### config.mk
export PLATFORM = sky130hd
export DESIGN_NAME = dsp48a1_p_collector
export DESIGN_NICKNAME = d
export VERILOG_FILES = /design/src/rtl/dsp48a1_p_collector.sv
export SDC_FILE = /design/constraint.sdc
export NUM_CORES = 1
export LEC_CHECK = 0
export ABC_AREA = 1
export CAP_MARGIN = 15
export CORE_ASPECT_RATIO = 1.2
export CORE_MARGIN = 2
export CORE_UTILIZATION = 44
export DETAILED_ROUTE_END_ITERATION = 10
export PLACE_DENSITY_LB_ADDON = 0.05
export SYNTH_ARGS = -nofsm -noshare
export SYNTH_HDL_FRONTEND = slang
export SYNTH_SLANG_ARGS = --single-unit
### constraint.sdc
create_clock -name clk -period 9.6 [get_ports clk]
set_input_delay 1.92 -clock clk [delete_from_list [all_inputs] [get_ports clk]]
set_output_delay 1.92 -clock clk [all_outputs]
set_load 0.05 [all_outputs]
### src/rtl/dsp48a1_p_collector.sv
// dsp48a1_p_collector
//
// Result-side companion to the DSP48A1 slice pipeline registers. It tracks
// which operand sets were issued into the slice pipeline. It captures each
// matching P result into a small FIFO and presents the results on a
// ready/valid output.
//
// If a result emerges while the FIFO is full and nothing is being popped,
// the shared clock-enable (ce) goes low. This freezes the slice pipeline
// together with the valid tracker below, so no result is ever lost.
//
// Optional feature: define DSP48A1_COLLECT_CARRY_EN to add the ports
// carry_in and m_carry. The slice CARRYOUT is then stored next to P in
// every FIFO entry.
//
// Parameters:
//   WIDTH   - width of P and m_data (default 48)
//   LATENCY - number of enabled register stages from issue to valid P (0..8)
//   DEPTH   - FIFO entries, power of two (2..16)
//
// Ports:
//   clk      in   single clock, rising edge
//   rst      in   asynchronous active-high reset
//   s_valid  in   operand set presented to the slice
//   s_ready  out  equals ce; an issue happens on s_valid && s_ready
//   ce       out  clock-enable to every slice pipeline register
//   p_in     in   P output of the slice
//   carry_in in   slice CARRYOUT (carry build only)
//   m_data   out  head-of-FIFO result
//   m_carry  out  carry of the head entry (carry build only)
//   m_valid  out  m_data holds a result
//   m_ready  in   downstream accepts; pop on m_valid && m_ready
//   count    out  FIFO occupancy
module dsp48a1_p_collector #(
    parameter int WIDTH   = 48,
    parameter int LATENCY = 3,
    parameter int DEPTH   = 4
) (
    input  logic                       clk,
    input  logic                       rst,
    input  logic                       s_valid,
    output logic                       s_ready,
    output logic                       ce,
    input  logic [WIDTH-1:0]           p_in,
`ifdef DSP48A1_COLLECT_CARRY_EN
    input  logic                       carry_in,
    output logic                       m_carry,
`endif
    output logic [WIDTH-1:0]           m_data,
    output logic                       m_valid,
    input  logic                       m_ready,
    output logic [$clog2(DEPTH):0]     count
);

    localparam int PW = $clog2(DEPTH);
    localparam int CW = $clog2(DEPTH) + 1;
`ifdef DSP48A1_COLLECT_CARRY_EN
    localparam int EW = WIDTH + 1;
`else
    localparam int EW = WIDTH;
`endif

    logic          emerge;
    logic          issue;
    logic          push;
    logic          pop;
    logic          full;
    logic [EW-1:0] entry_in;

    logic [PW-1:0] wr_ptr_reg;
    logic [PW-1:0] rd_ptr_reg;
    logic [CW-1:0] count_reg;
    logic [EW-1:0] mem_reg [DEPTH];

`ifdef DSP48A1_COLLECT_CARRY_EN
    assign entry_in = {carry_in, p_in};
`else
    assign entry_in = p_in;
`endif

    assign issue   = s_valid && ce;
    assign pop     = m_valid && m_ready;
    assign full    = (count_reg == CW'(DEPTH));
    // m_ready reaches ce combinationally. A pop in the same cycle frees
    // the slot that the emerging result needs.
    assign ce      = !(emerge && full && !pop);
    assign s_ready = ce;
    assign push    = emerge && ce;

    // Valid tracker. It shifts only when ce is high, so it stays aligned
    // with the slice registers it shadows.
    generate
        if (LATENCY > 0) begin : g_track
            logic [LATENCY-1:0] vld_reg;
            for (genvar gi = 0; gi < LATENCY; gi++) begin : g_stage
                always_ff @(posedge clk or posedge rst) begin
                    if (rst) begin
                        vld_reg[gi] <= 1'b0;
                    end else if (ce) begin
                        if (gi == 0) begin
                            vld_reg[gi] <= issue;
                        end else begin
                            vld_reg[gi] <= vld_reg[(gi > 0) ? gi - 1 : 0];
                        end
                    end
                end
            end
            assign emerge = vld_reg[LATENCY-1];
        end else begin : g_notrack
            // With no pipeline stages, the result is on p_in in the same
            // cycle as the operands.
            assign emerge = s_valid;
        end
    endgenerate

    // FIFO storage. It is cleared on reset so that m_data reads as zero.
    generate
        for (genvar gi = 0; gi < DEPTH; gi++) begin : g_entry
            always_ff @(posedge clk or posedge rst) begin
                if (rst) begin
                    mem_reg[gi] <= '0;
                end else if (push && (wr_ptr_reg == PW'(gi))) begin
                    mem_reg[gi] <= entry_in;
                end
            end
        end
    endgenerate

    // Pointers wrap naturally because DEPTH is a power of two.
    always_ff @(posedge clk or posedge rst) begin
        if (rst) begin
            wr_ptr_reg <= '0;
            rd_ptr_reg <= '0;
            count_reg  <= '0;
        end else begin
            if (push) begin
                wr_ptr_reg <= wr_ptr_reg + PW'(1);
            end
            if (pop) begin
                rd_ptr_reg <= rd_ptr_reg + PW'(1);
            end
            case ({push, pop})
                2'b10:   count_reg <= count_reg + CW'(1);
                2'b01:   count_reg <= count_reg - CW'(1);
                default: count_reg <= count_reg;
            endcase
        end
    end

    assign m_data  = mem_reg[rd_ptr_reg][WIDTH-1:0];
`ifdef DSP48A1_COLLECT_CARRY_EN
    assign m_carry = mem_reg[rd_ptr_reg][EW-1];
`endif
    assign m_valid = (count_reg != '0);
    assign count   = count_reg;

endmodule

* After elaboration in Yosys (flattened, before gate mapping)
Cells that the tools add are included.
Storage, ports and cells: register bits after elaboration 202, input bits 52, output and inout bits 54
Operators by class: add/sub/neg operators 4, $lt $le $gt $ge 1, eq/ne operators 6, multiplexer cells 4, bitwise operators 1, reductions and logical operators 14
Operators with widths (count):
- $bmux W48 S2 | 1
- $mux W48 | 2
- $logic_and A1 B1 Y1 | 9
- $eq A2 B2 Y1 const B | 3
- $pmux W3 S2 | 1
- $add A2 B1 Y2 const B | 2
- $eq A2 B1 Y1 const B | 2
- $add A3 B1 Y3 const B | 1
- $eq A3 B3 Y1 const B | 1
- $ge A3 B3 Y1 const B | 1
- $not A2 Y3 | 1
- $reduce_bool A3 Y1 | 1
- $sub A3 B1 Y3 const B | 1
- $logic_not A1 Y1 | 2
- $logic_not A2 Y1 | 1
- $reduce_bool A2 Y1 | 1

* Logic depth before layout (Yosys ltp)
Gate-level depths: netlist of the first run.
depth after elaboration 8, gate-level depth with buffers 9

* Worst setup path before layout of the first run
OpenSTA, ideal clock, no wires.
kind in2out, start input port m_ready, end output port s_ready, data arrival time 3.006 ns, data required time 7.680 ns, slack 4.674 ns, stages 3, path buffers 1, cells stage by stage inv_2 > nand4_1 > buf_4
Between the ends: longest elaborated chain between the ends 4
Ends and longest elaborated chain:
- start: declaration | line 51 | input logic m_ready,
- $logic_and A1 B1 Y1 | line 82 | assign pop = m_valid && m_ready;
- $logic_not A1 Y1 | line 86 | assign ce = !(emerge && full && !pop);
- $logic_and A1 B1 Y1 | line 86
- $logic_not A1 Y1 | line 86
- end: declaration | line 42 | output logic s_ready,
Every way passes these cells.

* Worst setup path after layout of the first run
Same ends and word-level chain as after synthesis.

==> results.cfg, run 1 <==
[worst_setup_path]
arrival_ns = 3.62
crit_fanout = 6
crit_required_ns = 7.68
path_cells = clkdlybuf4s50_1 -> inv_2 -> nand4_1 -> clkdlybuf4s50_1
critical_path.slowest_cell = sky130_fd_sc_hd__clkdlybuf4s50_1
worstPathBufferInverterCount = 3
ff2ff_setup_slack_ns = 7.51
worst_r2r_path_depth = 4
crit_path_start_kind = primary input
critPathCaptureType = primary output
critical_path.most_common_cell = sky130_fd_sc_hd__clkdlybuf4s50_1
cpLargestDelayFamily = buffers and inverters
worstReg2RegStart = emerge$_DFFE_PP0N_
timing.rr.end = mem_reg[36]$_DFFE_PP0P_
worst-setup-path-type = in2out
max_stage_delay_ns = 0.85

[global_routing]
antenna_found_initial = 0
pin_count_of_the_biggest_net_entering_global_routing = 128
grt_remaining_overflow = 0
first_global_vias = 6966
grt_first_pass_wirelength_mm = 34.9
groute.usage.overall = 0.198

[hold_path]
hold_path_startpoint = g_track.vld_reg[1]$_DFFE_PP0N_
holdCritPathClass = reg2reg
worst_hold_path.num_cells = 2
worstHoldEndpoint = emerge$_DFFE_PP0N_

[die]
floorplan.initialDensity = 0.450
floorplan.rows = 56
die_w_um = 133
io_pins = 106
die-area_um2 = 21200
die_h_um = 159
core-area_um2 = 19600

[timing]
final_setup_violation_count = 0
final_min_period_over_clock_period = 0.577
max_clock_skew_ns = 0.00751
final_hold_viol_count = 0
tightest_slew_ns = 1.06
maxSlewHeadroom = 0.292
finalCriticalPeriod_ns = 5.54
setup_total_negative_slack_ns = 0
grt_setup_unrepaired = false
timing.fmax_mhz = 181
timing.final.max_slew_violations = 0

[route]
detail_route.vias_per_cell = 5.15
drt_pass1_iterations = 5
detail_route.drc_violations = 0
antenna_left = 0
vias = 6892
drt_first_iter_violations = 399
routedWlPerCell_um = 15.4
detail_route.wirelength_mm = 20.6

[clocking]
cts_tree = built
insertion_delay_ns = 0.49
cts.sink_count = 202
cts_setup_buffers = 0
cts_max_level = 1
clk_pin_slew_worst_setup_hold_paths_ns = 0.06
ctsLongestPathBuffers = 3
cts_hold_buffers = 0
clockRootBuffer = sky130_fd_sc_hd__clkbuf_16
tritoncts_buffer_count = 22
cts-resized-gates = 0

[synthesis]
yosysSeqAreaShare = 0.572
synthesis.area_um2 = 8840
synth_fp_nets = 1056
yosys.cell_types.count = 23
syn-instance-count = 999
synthDominantAreaCellType = sky130_fd_sc_hd__dfrtp_1
ys_warnings = 0
synth.top_cells.by_area = sky130_fd_sc_hd__dfrtp_1 57%, sky130_fd_sc_hd__o21ai_1 9.2%, sky130_fd_sc_hd__nand2_1 8.6%
syn-mean-instance-area_um2 = 8.85
synth-seq-cells = 202
synth.top_cell.area_share = 0.572

[finish]
layout.cells.most_common_list = 203 x sky130_fd_sc_hd__nand2_1, 200 x sky130_fd_sc_hd__dfrtp_1, 163 x sky130_fd_sc_hd__o21ai_1, 128 x sky130_fd_sc_hd__o21ai_0, 105 x sky130_fd_sc_hd__clkdlybuf4s50_1
area.growth.synth_to_final_pct = 18.9
drive_gt1_frac = 0.0446
design.final.nets = 1118
flip_flop_count_of_the_largest_register_after_layout = 192
filler_cell_count = 1913
final_common_cell = sky130_fd_sc_hd__nand2_1
post_route_insts_no_fill = 1337
n_antenna_cell = 0

[flow_run]
max_cap_violations = 0

[placement]
place.port_buffers = 105
post-dp-hpwl_mm = 10.9
gpl.final_weighted_congestion = 0.723
placedCellCount = 1298

[run_status]
run_status = finished, final reports clean
[final cells by class]
cell class,count,area [um2],share of cell area
inverters,62,240,0.0229
repair buffers,110,1090,0.104
flip-flops and latches,202,5060,0.481
clock inverters,7,63.8,0.00607
clock buffers,32,619,0.0589
multi-input cells,663,3110,0.296
well taps,261,327,0.0311
[synth_stat cells]
master	number
sky130_fd_sc_hd__nand2_1	203
sky130_fd_sc_hd__dfrtp_1	202
sky130_fd_sc_hd__o21ai_1	163
sky130_fd_sc_hd__o21ai_0	128
sky130_fd_sc_hd__nor2_1	98
sky130_fd_sc_hd__inv_1	60
sky130_fd_sc_hd__o22ai_1	48
sky130_fd_sc_hd__clkbuf_1	39
sky130_fd_sc_hd__buf_6	20
sky130_fd_sc_hd__buf_2	12
sky130_fd_sc_hd__ha_1	4
sky130_fd_sc_hd__nand2_4	4
sky130_fd_sc_hd__nand3_1	4
sky130_fd_sc_hd__nand4_1	3
sky130_fd_sc_hd__xor2_1	3
sky130_fd_sc_hd__a21oi_1	1
sky130_fd_sc_hd__a31oi_4	1
sky130_fd_sc_hd__buf_4	1
sky130_fd_sc_hd__clkinv_1	1
sky130_fd_sc_hd__fa_1	1
sky130_fd_sc_hd__inv_2	1
sky130_fd_sc_hd__mux2_2	1
sky130_fd_sc_hd__nor2_2	1
[metrics by stage]
stage                util  setup slack, ns  hold WS [ns]  cell area [um2]
floorplan               -             2.17         0.420             8840
global placement    0.501             4.07         0.439             9820
detailed placement  0.501             4.07         0.442             9820
CTS                 0.536             4.05         0.457            10500
global route        0.536             3.98         0.501            10500
finish              0.536             4.06         0.452            10500
[logic make-up after synthesis]
family	count (synthesis)	share of synthesized area
AOI/OAI and AO/OA	341	0.202
xor gates and xnor gates	3	0.00297
adders and majority gates	5	0.00793
buffers and inverters	134	0.0760
DFF	202	0.572
muxes	1	0.00127
and+or+nand+nor	313	0.138
[tightest hold or removal path, delay by kind of cell (launching register included)]
kind,cells,cell delay [ns]
DFF,1,0.32
buffers and inverters,1,0.04
and+or+nand+nor,1,0.05
[worst max path at each step]
stage	startpoint	end	slack [ns]	cells past startpoint
2_1_floorplan	rst	count[0]$_DFFE_PP0P_	2.17	1
3_3_place_gp	m_ready	s_ready	4.07	4
3_5_place_dp	m_ready	s_ready	4.07	4
4_1_cts	m_ready	s_ready	4.05	4
5_1_grt	m_ready	ce	3.98	4
6_report	m_ready	s_ready	4.06	4
[layer usage]
layer  wire length, um  share of wire  vias to the layer above  global-route usage
met5                 0              0                        -                   0
met4               324          0.016                        0              0.0450
met3              1060          0.051                       26              0.0328
met2              9650           0.47                      136               0.328
met1              9570           0.46                     3292               0.275
li1                  -              -                     3438                   -
Power of run 1 is left out: the tool's default activity adds up to more than one toggle a clock period on the data nets, which glitch-free logic cannot reach.
==> run 2, diff against run 1 <==
Clock period 9.6 ns to 5.4 ns, I/O delays scaled along.
==> results.cfg, run 2 (same netlist as run 1, synthesis figures left out) <==
[timing]
final_setup_violation_count = 0
max_clock_skew_ns = 0.00438
tightest_slew_ns = 1.14
maxSlewHeadroom = 0.238
final_hold_viol_count = 0
finalCriticalPeriod_ns = 4.54
grt_setup_unrepaired = false
timing.final.max_slew_violations = 0
timing.fmax_mhz = 220
setup_total_negative_slack_ns = 0
final_min_period_over_clock_period = 0.841

[flow_run]
max_cap_violations = 0

[clocking]
cts_tree = built
ctsLongestPathBuffers = 3
tritoncts_buffer_count = 20
clockRootBuffer = sky130_fd_sc_hd__clkbuf_16
cts.sink_count = 202
cts_hold_buffers = 0
insertion_delay_ns = 0.49
cts_setup_buffers = 0
cts_max_level = 1
clk_pin_slew_worst_setup_hold_paths_ns = 0.06
cts-resized-gates = 0

[route]
detail_route.drc_violations = 0
drt_pass1_iterations = 6
detail_route.vias_per_cell = 5.12
detail_route.wirelength_mm = 20.5
vias = 6830
routedWlPerCell_um = 15.3
antenna_left = 0
drt_first_iter_violations = 442

[worst_setup_path]
crit_fanout = 52
crit_required_ns = 4.32
arrival_ns = 3.46
worst-setup-path-type = reg2out
max_stage_delay_ns = 0.83
ff2ff_setup_slack_ns = 3.32
critical_path.slowest_cell = sky130_fd_sc_hd__clkdlybuf4s50_1
path_cells = inv_2 -> buf_4 -> o21ai_0 -> o22ai_1 -> clkdlybuf4s50_1
critPathCaptureType = primary output
crit_path_start_kind = flip-flop

[global_routing]
first_global_vias = 6718
grt_first_pass_wirelength_mm = 34.7
antenna_found_initial = 0
groute.usage.overall = 0.198
pin_count_of_the_biggest_net_entering_global_routing = 107
grt_remaining_overflow = 0

[finish]
area.growth.synth_to_final_pct = 18.8
drive_gt1_frac = 0.0447
design.final.nets = 1118
n_antenna_cell = 0
flip_flop_count_of_the_largest_register_after_layout = 192
layout.cells.most_common_list = 203 x sky130_fd_sc_hd__nand2_1, 200 x sky130_fd_sc_hd__dfrtp_1, 163 x sky130_fd_sc_hd__o21ai_1, 128 x sky130_fd_sc_hd__o21ai_0, 105 x sky130_fd_sc_hd__clkdlybuf4s50_1
final_common_cell = sky130_fd_sc_hd__nand2_1
filler_cell_count = 1899

[die]
floorplan.initialDensity = 0.450
die_h_um = 159
floorplan.rows = 56
die_w_um = 133
io_pins = 106
core-area_um2 = 19600
die-area_um2 = 21200

[placement]
post-dp-hpwl_mm = 11.6
place.port_buffers = 105
gpl.final_weighted_congestion = 0.713

[hold_path]
holdCritPathClass = reg2reg

[run_status]
run_status = finished, final reports clean
## run 2: cell types whose count changed in the layout (fill, tap and decap cells not counted), sizes merged
cell / delta
clkinv: -2
buf: +2
clkinvlp: +1
inv: -1
clkbuf: -3
## run 2: cell type report
class	instances	area, um2	area share
Clock inverter	5	50.0	0.00477
Sequential cell	202	5060	0.482
Clock buffer	29	586	0.0558
Timing Repair Buffer	112	1130	0.108
Inverter	62	236	0.0225
Tap cell	261	327	0.0311
Multi-Input combinational cell	663	3110	0.296
## run 2: metal layers
layer | global-route usage | part of all wire | vias up
met4 | 0.0411 | 0.012 | 0
met2 | 0.322 | 0.47 | 112
met5 | 0 | 0 | -
met3 | 0.0309 | 0.039 | 19
met1 | 0.282 | 0.48 | 3257
li1 | - | - | 3442
## run 2: worst max-delay path, delay by kind of cell, from the launching register on
family	cells	cell delay, ns
compound gates	2	0.28
buf+inv	3	1.99
flops	1	0.69
## run 2: stage by stage
| stage | setup WS, ns | utilization | cells | cell area, um2 | hold slack (ns) |
|---|---|---|---|---|---|
| 6_report | 0.859 | 0.535 | 1334 | 10500 | 0.461 |
| 5_1_grt | 0.621 | 0.535 | 1334 | 10500 | 0.495 |
| 4_1_cts | 0.819 | 0.535 | 1334 | 10500 | 0.475 |
| 3_5_place_dp | 1.33 | 0.503 | 1300 | 9860 | 0.453 |
| 3_3_place_gp | 1.36 | 0.503 | 1300 | 9860 | 0.436 |
| 2_1_floorplan | 1.70 | - | 999 | 8840 | 0.420 |
## run 2: path summary, 6_finish.rpt
| path | end | start | cells past startpoint |
|---|---|---|---|
| min reg2reg | emerge$_DFFE_PP0N_ | g_track.vld_reg[1]$_DFFE_PP0N_ | 2 |
| max in group asynchronous | mem_reg[45]$_DFFE_PP0P_ | rst | 3 |
| min in group asynchronous | mem_reg[4]$_DFFE_PP0P_ | rst | 3 |
| min | emerge$_DFFE_PP0N_ | g_track.vld_reg[1]$_DFFE_PP0N_ | 2 |
| max reg2reg | mem_reg[141]$_DFFE_PP0P_ | emerge$_DFFE_PP0N_ | 4 |
| max | m_data[45] | rd_ptr_reg[0]$_DFFE_PP0P_ | 5 |
Power of run 2 is left out for the same reason.
==> run 3, diff against run 2 <==
Clock period 5.4 ns to 4.6 ns, I/O delays scaled along.
==> results.cfg, run 3 (same netlist as run 1, synthesis figures left out) <==
[placement]
worst_setup_slack_post_dpl_ns = 1.09
place.port_buffers = 105
placed_cell_area_um2 = 9930
post-dp-hpwl_mm = 11.7
gpl.final_weighted_congestion = 0.713

[timing]
setup_total_negative_slack_ns = 0
grt_setup_unrepaired = false
final_setup_violation_count = 0
tightest_slew_ns = 1.08
maxSlewHeadroom = 0.279
final_min_period_over_clock_period = 0.868
finalCriticalPeriod_ns = 3.99
max_clock_skew_ns = 0.0105
final_hold_viol_count = 0
timing.final.max_slew_violations = 0
timing.fmax_mhz = 251
fin_ws_ns = 0.609

[die]
die-area_um2 = 21200
floorplan.rows = 56
die_h_um = 159
die_w_um = 133
core-area_um2 = 19600
floorplan.initialDensity = 0.450
io_pins = 106

[worst_setup_path]
worst-setup-path-type = reg2out
critical_path.slowest_cell = sky130_fd_sc_hd__clkdlybuf4s50_1
max_stage_delay_ns = 0.85
worst_r2r_path_depth = 4
crit_path_start_kind = flip-flop
crit_fanout = 77
arrival_ns = 3.07
ff2ff_setup_slack_ns = 2.49
crit_required_ns = 3.68
path_cells = inv_2 -> buf_4 -> o21ai_0 -> o22ai_1 -> clkdlybuf4s50_1
critPathCaptureType = primary output

[finish]
n_antenna_cell = 0
multi_input_area_um2 = 3110
design_area_um2 = 10700
flip_flop_count_of_the_largest_register_after_layout = 192
drive_gt1_frac = 0.0555
area.growth.synth_to_final_pct = 21.1
seq_area_um2 = 5060
filler_cell_count = 1823
final_common_cell = sky130_fd_sc_hd__nand2_1
design.final.nets = 1124
layout.cells.most_common_list = 203 x sky130_fd_sc_hd__nand2_1, 200 x sky130_fd_sc_hd__dfrtp_1, 163 x sky130_fd_sc_hd__o21ai_1, 128 x sky130_fd_sc_hd__o21ai_0, 105 x sky130_fd_sc_hd__clkdlybuf4s50_1

[route]
routedWlPerCell_um = 15.6
drt_first_iter_violations = 478
detail_route.vias_per_cell = 5.14
antenna_left = 0
detail_route.wirelength_mm = 20.9
drt_pass1_iterations = 5
detail_route.drc_violations = 0
vias = 6909

[clocking]
clk_pin_slew_worst_setup_hold_paths_ns = 0.06
insertion_delay_ns = 0.50
cts.sink_count = 202
ctsLongestPathBuffers = 3
clockRootBuffer = sky130_fd_sc_hd__clkbuf_16
cts_hold_buffers = 0
cts_max_level = 1
tritoncts_buffer_count = 22
cts-resized-gates = 0
cts_setup_buffers = 0
cts_tree = built

[flow_run]
max_cap_violations = 0

[global_routing]
antenna_found_initial = 1
first_global_vias = 6930
grt_remaining_overflow = 0
pin_count_of_the_biggest_net_entering_global_routing = 97
groute.usage.overall = 0.204
grt_first_pass_wirelength_mm = 35.7

[run_status]
run_status = finished, final reports clean

[hold_path]
worst_hold_path.num_cells = 2
holdCritPathClass = reg2reg
[run 3: cell count changes in the layout (fill, tap and decap cells not counted), sizes merged]
cell,change
inv,+1
buf,+4
clkbuf,+3
bufinv,+1
[run 3: per-stage QoR]
stage,hold WS [ns],util,std cells
after floorplan,0.420,-,999
after CTS,0.453,0.545,1343
after detailed placement,0.439,0.506,1304
after global placement,0.438,0.506,1304
after global routing,0.497,0.545,1343
final,0.450,0.545,1343
[run 3: final timing paths]
| kind | endpoint | startpoint |
|---|---|---|
| max in group asynchronous | mem_reg[75]$_DFFE_PP0P_ | rst |
| min in group asynchronous | mem_reg[8]$_DFFE_PP0P_ | rst |
| hold reg to reg | emerge$_DFFE_PP0N_ | g_track.vld_reg[1]$_DFFE_PP0N_ |
| setup / recovery | m_data[41] | rd_ptr_reg[0]$_DFFE_PP0P_ |
| hold / removal | emerge$_DFFE_PP0N_ | g_track.vld_reg[1]$_DFFE_PP0N_ |
| setup reg to reg | mem_reg[42]$_DFFE_PP0P_ | count[0]$_DFFE_PP0P_ |
[run 3: area by class of cell]
class	instances	area share
multi-input combinational	663	0.291
clock buffer	32	0.0635
inverter	62	0.0221
clock inverter	7	0.00854
timing repair buffer	116	0.112
sequential	202	0.473
tap	261	0.0305
[run 3: critical path, delay by kind of cell (launching register included)]
kind	cells	cell delay, ns
buffers and inverters	3	1.44
DFF	1	0.78
AOI/OAI and AO/OA	2	0.34
[run 3: routing by layer]
metal / vias to the layer above / share of wire / GRT usage
met4: 2 / 0.014 / 0.0459
met5: - / 0.00067 / 0
met1: 3296 / 0.47 / 0.284
met3: 25 / 0.046 / 0.0363
met2: 126 / 0.47 / 0.335
li1: 3460 / - / -
Power of run 3 is left out for the same reason.
